<file path="src/rtl/mem_loader_pkg.sv">
// Shared definitions for the boot/program loader: FSM encoding and the
// default word/address widths used by the data memory blocks.
package mem_loader_pkg;

  localparam int DEF_WORD_LEN = 16;
  localparam int DEF_ADDR_LEN = 10;

  typedef enum logic [1:0] {
    ST_IDLE  = 2'd0,
    ST_RECV  = 2'd1,
    ST_WRITE = 2'd2,
    ST_DONE  = 2'd3
  } state_t;

endpackage

</file>
<file path="src/rtl/mem_loader_byte_packer.sv">
// Packs an incoming byte stream MSB-first into a word; flags the byte that
// completes the word and presents the assembled word in that same cycle.
module byte_packer #(
  parameter int p_WORD_LEN = 16
) (
  input  logic                  i_clk,
  input  logic                  i_rst,
  input  logic                  i_clear,
  input  logic                  i_shift,
  input  logic [7:0]            i_byte,
  output logic [p_WORD_LEN-1:0] o_word,
  output logic                  o_word_complete
);

  localparam int p_BYTES_PER_WORD = p_WORD_LEN / 8;
  localparam int IDX_W = (p_BYTES_PER_WORD > 1) ? $clog2(p_BYTES_PER_WORD) : 1;

  logic [p_WORD_LEN-1:0] r_shift;
  logic [IDX_W-1:0]      r_idx;
  logic                  w_last;
  logic [p_WORD_LEN-1:0] w_next;

  assign w_last          = (r_idx == IDX_W'(p_BYTES_PER_WORD - 1));
  assign w_next          = (r_shift << 8) | p_WORD_LEN'(i_byte);
  // Word includes the byte being accepted so the caller can latch it directly.
  assign o_word          = w_next;
  assign o_word_complete = i_shift && w_last;

  always_ff @(posedge i_clk or posedge i_rst) begin
    if (i_rst) begin
      r_shift <= '0;
      r_idx   <= '0;
    end else if (i_clear) begin
      r_shift <= '0;
      r_idx   <= '0;
    end else if (i_shift) begin
      r_shift <= w_next;
      r_idx   <= w_last ? '0 : r_idx + IDX_W'(1);
    end
  end

endmodule

</file>
<file path="src/rtl/mem_loader.sv">
// Sequential loader ahead of the data memory write port: streams bytes in,
// writes packed words to consecutive addresses, keeps a running checksum.
module mem_loader
  import mem_loader_pkg::*;
#(
  parameter int p_WORD_LEN = DEF_WORD_LEN,
  parameter int p_ADDR_LEN = DEF_ADDR_LEN
) (
  input  logic                  i_clk,
  input  logic                  i_rst,
  input  logic                  i_start,
  input  logic [p_ADDR_LEN-1:0] i_base_addr,
  input  logic [p_ADDR_LEN:0]   i_word_count,
  input  logic                  i_byte_valid,
  input  logic [7:0]            i_byte_data,
  output logic                  o_byte_ready,
  output logic                  o_mem_wr_en,
  output logic [p_ADDR_LEN-1:0] o_mem_addr,
  output logic [p_WORD_LEN-1:0] o_mem_wr_data,
  output logic                  o_busy,
  output logic                  o_done,
  output logic [p_WORD_LEN-1:0] o_checksum
);

  state_t                r_state, w_next_state;
  logic [p_ADDR_LEN-1:0] r_addr;
  logic [p_ADDR_LEN:0]   r_remaining;
  logic [p_WORD_LEN-1:0] r_wr_data;
  logic [p_WORD_LEN-1:0] r_checksum;

  logic                  w_start;
  logic                  w_accept;
  logic                  w_word_complete;
  logic [p_WORD_LEN-1:0] w_word;

  assign w_start  = (r_state == ST_IDLE) && i_start;
  assign w_accept = (r_state == ST_RECV) && i_byte_valid;

  byte_packer #(.p_WORD_LEN(p_WORD_LEN)) u_packer (
    .i_clk           (i_clk),
    .i_rst           (i_rst),
    .i_clear         (w_start),
    .i_shift         (w_accept),
    .i_byte          (i_byte_data),
    .o_word          (w_word),
    .o_word_complete (w_word_complete)
  );

  always_comb begin
    w_next_state = r_state;
    case (r_state)
      ST_IDLE:  if (i_start) w_next_state = (i_word_count == '0) ? ST_DONE : ST_RECV;
      ST_RECV:  if (w_word_complete) w_next_state = ST_WRITE;
      ST_WRITE: w_next_state = (r_remaining == (p_ADDR_LEN+1)'(1)) ? ST_DONE : ST_RECV;
      ST_DONE:  w_next_state = ST_IDLE;
      default:  w_next_state = ST_IDLE;
    endcase
  end

  always_ff @(posedge i_clk or posedge i_rst) begin
    if (i_rst) r_state <= ST_IDLE;
    else       r_state <= w_next_state;
  end

  always_ff @(posedge i_clk or posedge i_rst) begin
    if (i_rst) begin
      r_addr      <= '0;
      r_remaining <= '0;
      r_wr_data   <= '0;
      r_checksum  <= '0;
    end else begin
      if (w_start) begin
        r_addr      <= i_base_addr;
        r_remaining <= i_word_count;
        r_checksum  <= '0;
      end
      if (w_word_complete) r_wr_data <= w_word;
      // Address wraps naturally at the register width, covering a full-memory load.
      if (r_state == ST_WRITE) begin
        r_checksum  <= r_checksum + r_wr_data;
        r_addr      <= r_addr + p_ADDR_LEN'(1);
        r_remaining <= r_remaining - (p_ADDR_LEN+1)'(1);
      end
    end
  end

  assign o_byte_ready  = (r_state == ST_RECV);
  assign o_mem_wr_en   = (r_state == ST_WRITE);
  assign o_busy        = (r_state != ST_IDLE);
  assign o_done        = (r_state == ST_DONE);
  assign o_mem_addr    = r_addr;
  assign o_mem_wr_data = r_wr_data;
  assign o_checksum    = r_checksum;

endmodule

</file>
<file path="config.mk">
export PLATFORM = sky130hd
export DESIGN_NAME = mem_loader
export DESIGN_NICKNAME = d
export VERILOG_FILES = /design/src/rtl/mem_loader_pkg.sv /design/src/rtl/mem_loader_byte_packer.sv /design/src/rtl/mem_loader.sv
export SDC_FILE = /design/constraint.sdc
export NUM_CORES = 1
export LEC_CHECK = 0
export CAP_MARGIN = 5
export CORE_MARGIN = 4
export CORE_UTILIZATION = 41
export CTS_CLUSTER_DIAMETER = 150
export DETAILED_ROUTE_END_ITERATION = 7
export HOLD_SLACK_MARGIN = 0.06
export PLACE_DENSITY = 0.78
export SLEW_MARGIN = 20
export SYNTH_ARGS = -nofsm -noshare
export SYNTH_HDL_FRONTEND = slang
export SYNTH_SLANG_ARGS = --single-unit
</file>
<file path="constraint.sdc">
create_clock -name i_clk -period 2.4 [get_ports i_clk]
set_input_delay 0.48 -clock i_clk [delete_from_list [all_inputs] [get_ports i_clk]]
set_output_delay 0.48 -clock i_clk [all_outputs]
set_load 0.005 [all_outputs]
</file>
======== Word-level counts from Yosys, hierarchy flattened ========
Index checks and enable logic that the tools add are counted.
word-level totals
  flip-flop bits (word level) ............. 64
  bits in latches ......................... 0
  RAM bits ................................ 0
  ROM bits ................................ 0
  bits of input ports ..................... 33
  word-level logic and storage cells ...... 43
  memories ................................ 0
cells by class
  add/subtract/negate cells ............... 4
  multipliers ............................. 0
  divide/modulo/power cells ............... 0
  $lt $le $gt $ge ......................... 0
  eq/ne operators ......................... 6
  shift-type cells ........................ 0
  muxes and demuxes ....................... 16
  bitwise gates (word level) .............. 1
  reduce and logical (&&, ||, !) cells .... 9
operator list
  cell                                                                    count
  16-bit 2-to-1 mux                                                       2
  11-bit 2-to-1 mux                                                       2
  10-bit 2-to-1 mux                                                       2
  16-bit adder                                                            1
  8-bit 2-to-1 mux                                                        2
  16-bit by 8-bit OR with 16-bit output                                   1
  11-bit by 1-bit equality test with 1-bit output, second input constant  1
  11-bit logical NOT                                                      1
  11-bit by 1-bit subtractor with 11-bit output, second input constant    1
  10-bit by 1-bit adder with 10-bit output, second input constant         1
  2-bit 2-to-1 mux                                                        4
  2-bit one-hot mux with 4 select lines                                   1
  2-bit nonzero test                                                      3
  2-bit equality test, second input constant                              2
  1-bit logical AND                                                       3
  1-bit 2-to-1 mux                                                        3
  2-bit by 1-bit equality test with 1-bit output, second input constant   1
  2-bit logical NOT                                                       1
  2-bit by 1-bit != test with 1-bit output, second input constant         1
  2-bit != test, second input constant                                    1
  2-bit AND reduction                                                     1
  1-bit adder, second input constant                                      1

======== Depth between registers and ports, before layout ========
Gate-level depths: netlist of run 1.
  depth in word-level cells ............... 5
  gate-level depth with buffers ........... 9
  depth with buffers taken out ............ 9

======== By module ========
From an unflattened synthesis of run 1, not the netlist that was laid out.
second synthesis, totals
  cells, all modules ...................... 388
  area, all modules ....................... 3693.5 um^2
by module, submodules not included
  module       instances  cells an instance  area each (um^2)  seq. area each (um^2)
  mem_loader   1          349                3259.4            1376.3
  byte_packer  1          39                 434.2             225.2

======== Worst setup path after synthesis of run 1 ========
No wires, ideal clock.
  kind .................................... reg-to-reg
  start point ............................. reg r_checksum[0] (netlist: o_checksum[0])
  end point ............................... reg r_checksum[14] (netlist: o_checksum[14])
  library setup time ...................... 0.126 ns
  data arrival time ....................... 1.936 ns
  data required time ...................... 2.274 ns
  path slack .............................. 0.338 ns
  stages on the path, launching flop included .. 10
  clock period less this slack ............ 2.062 ns
  path through ............................ dfrtp_1 > ha_1 > inv_1 > fa_1 > nor2b_1 > o2111ai_1 > nand4b_1 > nand2_1 > o2111a_1 > a221o_1
between the ends
  word-level cells in the longest chain between the ends .. 2
RTL lines
  item                    line              text
  from (decl)             mem_loader.sv:29  logic [p_WORD_LEN-1:0] r_checksum;
  from (signal assigned)  mem_loader.sv:80  r_checksum <= r_checksum + r_wr_data;
  16-bit adder            mem_loader.sv:80
  16-bit 2-to-1 mux       mem_loader.sv:79  if (r_state == ST_WRITE) begin
Every way passes these cells.
A chain may end at the register's enable or synchronous reset.

======== Worst setup path after layout of run 1 ========
Ends and elaborated chain as after synthesis.

==> results of run 1 <==
==> kinds of logic after synthesis <==
| group | after synthesis | share of synthesized area |
|---|---|---|
| XOR/XNOR | 12 | 0.0297 |
| buffers and inverters | 29 | 0.0339 |
| multiplexers | 18 | 0.0565 |
| adder cells (fa/ha/maj) | 19 | 0.0692 |
| AND/OR/NAND/NOR | 120 | 0.166 |
| flip-flops | 64 | 0.452 |
| AO/OA/AOI/OAI | 106 | 0.192 |
==> per-layer routing <==
metal  share of wire  GRT usage  vias to the layer above
met5               0          0                        -
met4           0.014     0.0634                        0
met3           0.074     0.0519                       12
met2            0.49      0.335                      106
met1            0.42      0.251                     1514
li1                -          -                     1495
==> stage by stage <==
| step | hold slack, ns | worst slack, ns | power [mW] | cells | utilization |
|---|---|---|---|---|---|
| 2_1_floorplan | 0.454 | 0.322 | 3.59 | 368 | - |
| 3_3_place_gp | 0.476 | 0.239 | 4.74 | 544 | 0.537 |
| 3_5_place_dp | 0.483 | 0.146 | 4.85 | 544 | 0.537 |
| 4_1_cts | 0.500 | 0.124 | 5.76 | 557 | 0.559 |
| 5_1_grt | 0.529 | 0.00101 | 6.20 | 558 | 0.561 |
| 6_report | 0.497 | 0.132 | 5.76 | 558 | 0.561 |
==> worst max path at each step <==
| stage | startpoint | to | depth (start not counted) |
|---|---|---|---|
| detailed placement | o_mem_wr_data[0]$_DFFE_PP0P_ | o_checksum[14]$_DFFE_PP0P_ | 9 |
| finish | o_checksum[0]$_DFFE_PP0P_ | o_checksum[14]$_DFFE_PP0P_ | 9 |
| global route | o_checksum[0]$_DFFE_PP0P_ | o_checksum[14]$_DFFE_PP0P_ | 9 |
| CTS | o_checksum[0]$_DFFE_PP0P_ | o_checksum[14]$_DFFE_PP0P_ | 9 |
| floorplan | i_rst | o_checksum[0]$_DFFE_PP0P_ | 1 |
| global placement | o_checksum[0]$_DFFE_PP0P_ | o_checksum[14]$_DFFE_PP0P_ | 9 |
==> power groups by stage <==
stage                     Clock [mW]  Sequential, mW  Combinational [mW]
after CTS                      0.896            2.07                2.79
after floorplan                    0            1.97                1.62
after global routing           0.938            2.16                3.11
final                          0.881            2.08                2.80
after global placement             0            2.05                2.69
after detailed placement           0            2.08                2.77
==> layout make-up <==
cell class,instances,area share
Timing Repair Buffer,87,0.185
Clock buffer,12,0.0312
Clock inverter,1,0.00645
Multi-Input combinational cell,275,0.394
Tap cell,105,0.0282
Inverter,14,0.0113
Sequential cell,64,0.344
==> sequential cells by signal, summed over array words and instances (netlist names) <==
signal            cells
r_state               2
u_packer.r_idx        1
o_checksum           16
r_remaining          11
o_mem_addr           10
u_packer.r_shift      8
o_mem_wr_data        16
==> placed cells by master, fill, tap and decap left out, types with 10 or more instances in the layout <==
cell             instances
clkdlybuf4s50_1         78
dfrtp_1                 64
nand2_1                 38
a21oi_1                 35
nor2_1                  25
o21ai_0                 23
nand3_1                 17
ha_1                    17
mux2_2                  16
inv_1                   13
a22o_1                  10
clkbuf_8                10
==> worst max-delay path, delay by kind of cell, from the launching register on <==
family	cells	cell delay, ns
AOI/OAI and AO/OA	3	0.65
buffers and inverters	1	0.05
adders and majority gates	2	0.62
DFF	1	0.37
and+or+nand+nor	3	0.46
==> repair_timing <==
action                                  CTS  global route
resized for setup                         0             3
setup buffers                             0             1
endpoints found under the setup margin    0             1
hold buffers                              0             0
==> flow_metrics.tcl, run 1 <==
set metrics [dict create \
    cts_tree "yes" \
    grt_pass1_wl_um 16000 \
    grt_start_max_net_pins 65 \
    slowest_stage "fa_1" \
    diodes 0 \
    yosys.area.top_type_share 0.452 \
    grt.overflow.total 0 \
    core_area_sq_um 8300 \
    worstSetupEndpointType "register" \
    htree_levels 3 \
    max_freq_ghz 0.441 \
    seqCellArea_sq_um 1600 \
    synth.area.top_cells "dfrtp_1 (45%), ha_1 (6.4%), mux2_2 (5.1%), a21oi_1 (4.9%), nand2_1 (4.0%)" \
    dpl_cell_area_sq_um 4460 \
    timing.final.crit_share 0.945 \
    yosys_warnings 0 \
    finalInstanceArea_sq_um 4650 \
    drive_above_1_share 0.106 \
    die_w_um 101 \
    p_sw_mw 2.24 \
    cts_made_buffers 9 \
    synthDistinctLibCells 53 \
    clock_skew_ns 0.00829 \
    cellPowerDensity_nw_per_um2 1240 \
    fp.dieH_um 101 \
    multiInputGateArea_sq_um 1830 \
    worst_slew_pin_slew_ns 0.498 \
    synthTopCellsByCount "dfrtp_1 (64), nand2_1 (38), a21oi_1 (35), nor2_1 (25), o21ai_0 (23)" \
    port_buffers 78 \
    num_io_pins 79 \
    initial_utilization 0.427 \
    grt_use_total 0.200 \
    die_area_sq_um 10200 \
    rsz0062_at_grt "false" \
    rr_startpoint "o_checksum[0]$_DFFE_PP0P_" \
    hold_viol 0 \
    synth_area_leader_cell "dfrtp_1" \
    path_class "register to register" \
    via_per_inst 5.60 \
    peakVddDrop_mv 0.649 \
    drc 0 \
    netlist_instances 368 \
    slew_headroom 0.668 \
    cts_max_path_buffers 2 \
    internal-power_mw 3.52 \
    ys_seq_elements 64 \
    yosysMostFrequentCell "dfrtp_1" \
    reg2reg_depth 9 \
    finalMaxSlewViolations 0 \
    seqPwrFrac 0.361 \
    synth_edf_count 0 \
    switching_share 0.388 \
    reg2reg_to "o_checksum[14]$_DFFE_PP0P_" \
    r2r_setup_slack_ns 0.13 \
    cp-start-kind "register" \
    crit_chain "ha_2, inv_1, fa_1, nor2b_2, o2111ai_2, nand4b_1, nand2_1, o2111a_1, a221o_1" \
    setup_viol 0 \
    syn_area_sq_um 3540 \
    critPathRequiredTime_ns 2.62 \
    fill_cells 733 \
    ant_nets 0 \
    async_flop_share 1.00 \
    cp_max_fo 3 \
    cts.sinks 64 \
    finalSetupTns_ns 0 \
    clkTransAtPathRegs_ns 0.07 \
    first_global_vias 3210 \
    min_period_ns 2.27 \
    status "complete, no violations" \
    p_leak_nw 2.01 \
    globalplace.congestion 0.854 \
    min_path_type "primary input to asynchronous set/reset pin" \
    antenna_found_initial 0 \
    rows 33 \
    vias 3127 \
    power_frac_clock 0.153 \
    post_drt_wl_per_cell_um 17.3 \
    syn_to_final_growth_pct 31.4 \
    syn_avg_cell_area_sq_um 9.63 \
    ys.flop_type "dfrtp_1" \
    yosysSeqAreaShare 0.452 \
    cp_slowest_stage_delay_ns 0.41 \
    hpwl_um 6870 \
    drtPass1Iterations 4 \
    worstPathArrival_ns 2.49 \
    final_nets 503 \
    root_buffer "clkbuf_8" \
    maxCapViolCount 0 \
    wirelength_um 9640 \
    p_comb_frac 0.486 \
    syn_nets 420 \
    insertion_delay_ns 0.34 \
    first_iter_violations 184 \
]
No activity file was read; power rests on OpenSTA's default activity.
==> run 2: changes to the inputs <==
--- a/constraint.sdc
+++ b/constraint.sdc
@@ -3,2 +3,2 @@
 set_output_delay 0.48 -clock i_clk [all_outputs]
-set_load 0.005 [all_outputs]
+set_load 0.02 [all_outputs]
==> flow_metrics.tcl, run 2 (synthesis results as in run 1) <==
set metrics [dict create \
    initial_utilization 0.427 \
    status "complete, no violations" \
    clkTransAtPathRegs_ns 0.07 \
    die_w_um 101 \
    grt_use_total 0.195 \
    hold_viol 0 \
    layout_common_cells "clkdlybuf4s50_1 (77), dfrtp_1 (63), nand2_1 (38)" \
    grt_start_max_net_pins 65 \
    report.power.total_mw 6.07 \
    via_per_inst 5.60 \
    finalMaxSlewViolations 0 \
    peakVddDrop_mv 0.705 \
    drc 0 \
    clock_skew_ns 0.00728 \
    postCtsSetupRepairBufs 0 \
    grt_pass1_wl_um 15800 \
    ant_nets 0 \
    dpl_cell_area_sq_um 4460 \
    setup_viol 0 \
    drive_above_1_share 0.112 \
    cellPowerDensity_nw_per_um2 1310 \
    whs_ns 0.506 \
    cp-start-kind "register" \
    place_ws_ns 0.130 \
    slew_headroom 0.691 \
    die_area_sq_um 10200 \
    max_freq_ghz 0.437 \
    htree_levels 3 \
    wirelength_um 9510 \
    drtPass1Iterations 4 \
    worst_slew_pin_slew_ns 0.462 \
    worstSetupEndpointType "register" \
    critPathRequiredTime_ns 2.62 \
    hold_buffers 0 \
    core_area_sq_um 8300 \
    layout_commonest_cell "clkdlybuf4s50_1" \
    root_buffer "clkbuf_8" \
    post_drt_wl_per_cell_um 17.0 \
    finalSetupTns_ns 0 \
    antenna_found_initial 0 \
    num_io_pins 79 \
    cp_max_fo 3 \
    first_iter_violations 143 \
    cts_max_path_buffers 2 \
    insertion_delay_ns 0.34 \
    vias 3134 \
    rsz0062_at_grt "false" \
    grt.overflow.total 0 \
    min_period_ns 2.29 \
    worstPathArrival_ns 2.51 \
    hpwl_um 6900 \
    port_buffers 78 \
    fp.dieH_um 101 \
    syn_to_final_growth_pct 30.9 \
    rows 33 \
    cts_tree "yes" \
    final_nets 502 \
    r2r_setup_slack_ns 0.11 \
    min_path_type "register to register" \
    diodes 0 \
    timing.final.crit_share 0.953 \
    maxCapViolCount 0 \
    finalInstanceArea_sq_um 4640 \
    globalplace.congestion 0.854 \
    cts_made_buffers 9 \
    layout_setup_ws_ns 0.113 \
    first_global_vias 3234 \
    cts.sinks 64 \
    p_leak_nw 2.01 \
    path_class "register to register" \
]
==> run 2: worst paths after layout <==
| kind | startpoint | endpoint | cells past startpoint |
|---|---|---|---|
| worst min register to register | u_packer.r_shift[0]$_DFFE_PP0P_ | u_packer.r_shift[0]$_DFFE_PP0P_ | 1 |
| min in group asynchronous | i_rst | o_mem_addr[8]$_DFFE_PP0P_ | 3 |
| worst min-delay path | u_packer.r_shift[0]$_DFFE_PP0P_ | u_packer.r_shift[0]$_DFFE_PP0P_ | 1 |
| worst max register to register | o_checksum[0]$_DFFE_PP0P_ | o_checksum[14]$_DFFE_PP0P_ | 9 |
| max in group asynchronous | i_rst | r_state[1]$_DFFE_PP0P_ | 3 |
| worst max-delay path | o_checksum[0]$_DFFE_PP0P_ | o_checksum[14]$_DFFE_PP0P_ | 9 |
==> run 2: area by class of cell <==
type	count	area (sq um)
Timing Repair Buffer	86	856
Fill cell	729	3660
Inverter	14	52.6
Clock inverter	6	35.0
Tap cell	105	131
Clock buffer	10	138
Multi-Input combinational cell	275	1820
Sequential cell	64	1600
==> run 2: stage by stage <==
stage	std cells	utilization
after floorplan	368	-
after global placement	544	0.537
after detailed placement	544	0.537
after CTS	560	0.558
after global routing	560	0.559
final	560	0.559
==> run 2: what timing repair did <==
action                                 CTS  global route
endpoints found under the hold margin    0             0
setup endpoints to repair                0             4
resized for setup                        0             3
==> run 2: layer usage <==
metal  global-route usage  part of all wire  vias to the layer above
met3               0.0374             0.063                       12
met5                    0                 0                        -
met4               0.0706             0.013                        0
li1                     -                 -                     1495
met2                0.331              0.50                       94
met1                0.248              0.43                     1533
==> run 2: worst max-delay path, stage by stage (launching register included) <==
cell	delay (ns)
dfrtp_1	0.38
ha_1	0.21
inv_1	0.07
fa_1	0.42
nor2b_2	0.15
o2111ai_1	0.15
nand4b_1	0.18
nand2_1	0.11
o2111a_1	0.25
a221o_1	0.25
==> run 2: power by group <==
| part | switching [mW] | internal, mW |
|---|---|---|
| sequential | 0.506 | 1.57 |
| clock | 0.435 | 0.395 |
| combinational | 1.71 | 1.46 |
==> run 3: changes to the inputs <==
CORE_MARGIN = default   (was 4)
==> flow_metrics.tcl, run 3 (synthesis results as in run 1) <==
set metrics [dict create \
    status "complete, no violations" \
    rsz0062_at_grt "false" \
    timing.final.crit_share 0.939 \
    whs_path_depth 2 \
    path_class "register to register" \
    globalplace.congestion 0.888 \
    die_w_um 95.0 \
    cp_max_fo 3 \
    layout_common_cells "clkdlybuf4s50_1 (77), dfrtp_1 (64), nand2_1 (38)" \
    insertion_delay_ns 0.34 \
    max_freq_ghz 0.444 \
    port_buffers 78 \
    worst_slew_pin_slew_ns 0.478 \
    wirelength_um 9210 \
    cp-startpoint "o_mem_wr_data[0]$_DFFE_PP0P_" \
    layout_commonest_cell "clkdlybuf4s50_1" \
    maxCapViolCount 0 \
    report.power.total_mw 6.09 \
    clock_skew_ns 0.0109 \
    critPathBufInv 1 \
    clkTransAtPathRegs_ns 0.07 \
    hpwl_um 6610 \
    whs_ns 0.502 \
    reg2reg_to "o_checksum[14]$_DFFE_PP0P_" \
    syn_to_final_growth_pct 31.4 \
    critPathRequiredTime_ns 2.63 \
    min_to "r_remaining[4]$_DFFE_PP0P_" \
    internal-power_mw 3.49 \
    via_per_inst 5.56 \
    finalMaxSlewViolations 0 \
    slowest_stage "fa_1" \
    rows 33 \
    min_period_ns 2.25 \
    cp-start-kind "register" \
    cp_slowest_stage_delay_ns 0.40 \
    drc 0 \
    cellPowerDensity_nw_per_um2 1310 \
    ant_nets 0 \
    worstSetupEndpointType "register" \
    seqPwrFrac 0.339 \
    grt_start_max_net_pins 65 \
    crit_chain "ha_1, inv_1, fa_1, nor2b_1, o2111ai_1, nand4b_1, nand2_1, o2111a_1, a221o_1" \
    reg2reg_depth 9 \
    power_frac_clock 0.142 \
    first_iter_violations 189 \
    p_sw_mw 2.60 \
    min_path_type "register to register" \
    grt_pass1_wl_um 14900 \
    switching_share 0.427 \
    cts_max_path_buffers 2 \
    peakVddDrop_mv 0.667 \
    crit_family "compound AO/OA/AOI/OAI gates" \
    p_comb_frac 0.519 \
    hold_viol 0 \
    fill_cells 718 \
    post_drt_wl_per_cell_um 16.4 \
    fp.dieH_um 95.0 \
    r2r_setup_slack_ns 0.15 \
    drive_above_1_share 0.105 \
    worstPathArrival_ns 2.48 \
    hold_start "r_remaining[4]$_DFFE_PP0P_" \
    multiInputGateArea_sq_um 1820 \
    p_leak_nw 2.02 \
    antenna_found_initial 0 \
    root_buffer "clkbuf_8" \
    vias 3119 \
    first_global_vias 3123 \
    slew_headroom 0.680 \
    rr_startpoint "o_mem_wr_data[0]$_DFFE_PP0P_" \
    initial_utilization 0.427 \
    setup_viol 0 \
    finalSetupTns_ns 0 \
    num_io_pins 79 \
    final_nets 503 \
    grt.overflow.total 0 \
    die_area_sq_um 9020 \
    cts_tree "yes" \
    cts_made_buffers 9 \
    diodes 0 \
    core_area_sq_um 8300 \
    cts.sinks 64 \
    grt_use_total 0.219 \
    seqCellArea_sq_um 1600 \
    post-route-util 0.561 \
    htree_levels 3 \
    drtPass1Iterations 5 \
]
[run 3: changes by cell type in the layout (fill, tap and decap cells not counted)]
cell and delta:
clkbuf_8 +2, dfrtp_1 +1, buf_4 +1, clkbuf_1 +2, clkinvlp_4 -1, clkinv_2 -3, nor2b_2 -1, dfrtp_2 -1
nor2b_1 +1
[run 3: worst max-delay path by stage]
| stage | end | cells past startpoint |
|---|---|---|
| 6_report | o_checksum[14]$_DFFE_PP0P_ | 9 |
| 5_1_grt | o_checksum[14]$_DFFE_PP0P_ | 9 |
| 4_1_cts | o_byte_ready | 3 |
| 3_5_place_dp | o_checksum[14]$_DFFE_PP0P_ | 9 |
| 3_3_place_gp | o_checksum[14]$_DFFE_PP0P_ | 9 |
| 2_1_floorplan | o_checksum[14]$_DFFE_PP0P_ | 9 |
[run 3: power groups by stage]
stage	combinational [mW]	clock [mW]	sequential (mW)
finish	3.16	0.865	2.07
global route	3.46	0.929	2.13
CTS	3.17	0.883	2.06
detailed placement	3.15	0	2.07
global placement	3.07	0	2.04
floorplan	1.65	0	2.32
[run 3: cell type report]
type                       count  area share
multi-input combinational    275       0.391
clock inverter                 2     0.00269
tap                          105      0.0282
sequential                    64       0.344
clock buffer                  14      0.0371
inverter                      14      0.0113
timing repair buffer          87       0.185
[run 3: layer usage]
metal / wire length (um) / global-route usage / vias to the layer above
met5: 0 / 0 / -
met4: 138 / 0.0884 / 0
met3: 619 / 0.0676 / 13
met2: 4490 / 0.359 / 114
met1: 3960 / 0.267 / 1484
li1: - / - / 1508
[run 3: what timing repair did]
action,CTS,global route
gates resized for setup,0,1
hold buffers,0,0
setup buffers,0,0
endpoints found under the setup margin,0,1
[run 3: per-stage QoR]
step	cell area (sq um)	std cells	worst slack, ns
after floorplan	3540	368	0.210
after global placement	4470	545	0.247
after detailed placement	4470	545	0.175
after CTS	4650	561	0.0584
after global routing	4660	561	0.0104
final	4660	561	0.146
[run 3: tightest hold or removal path, cell delays in order, from the launching register on]
cell and delay [ns]:
dfrtp_1 0.34, o21ai_0 0.07, nand2_1 0.06
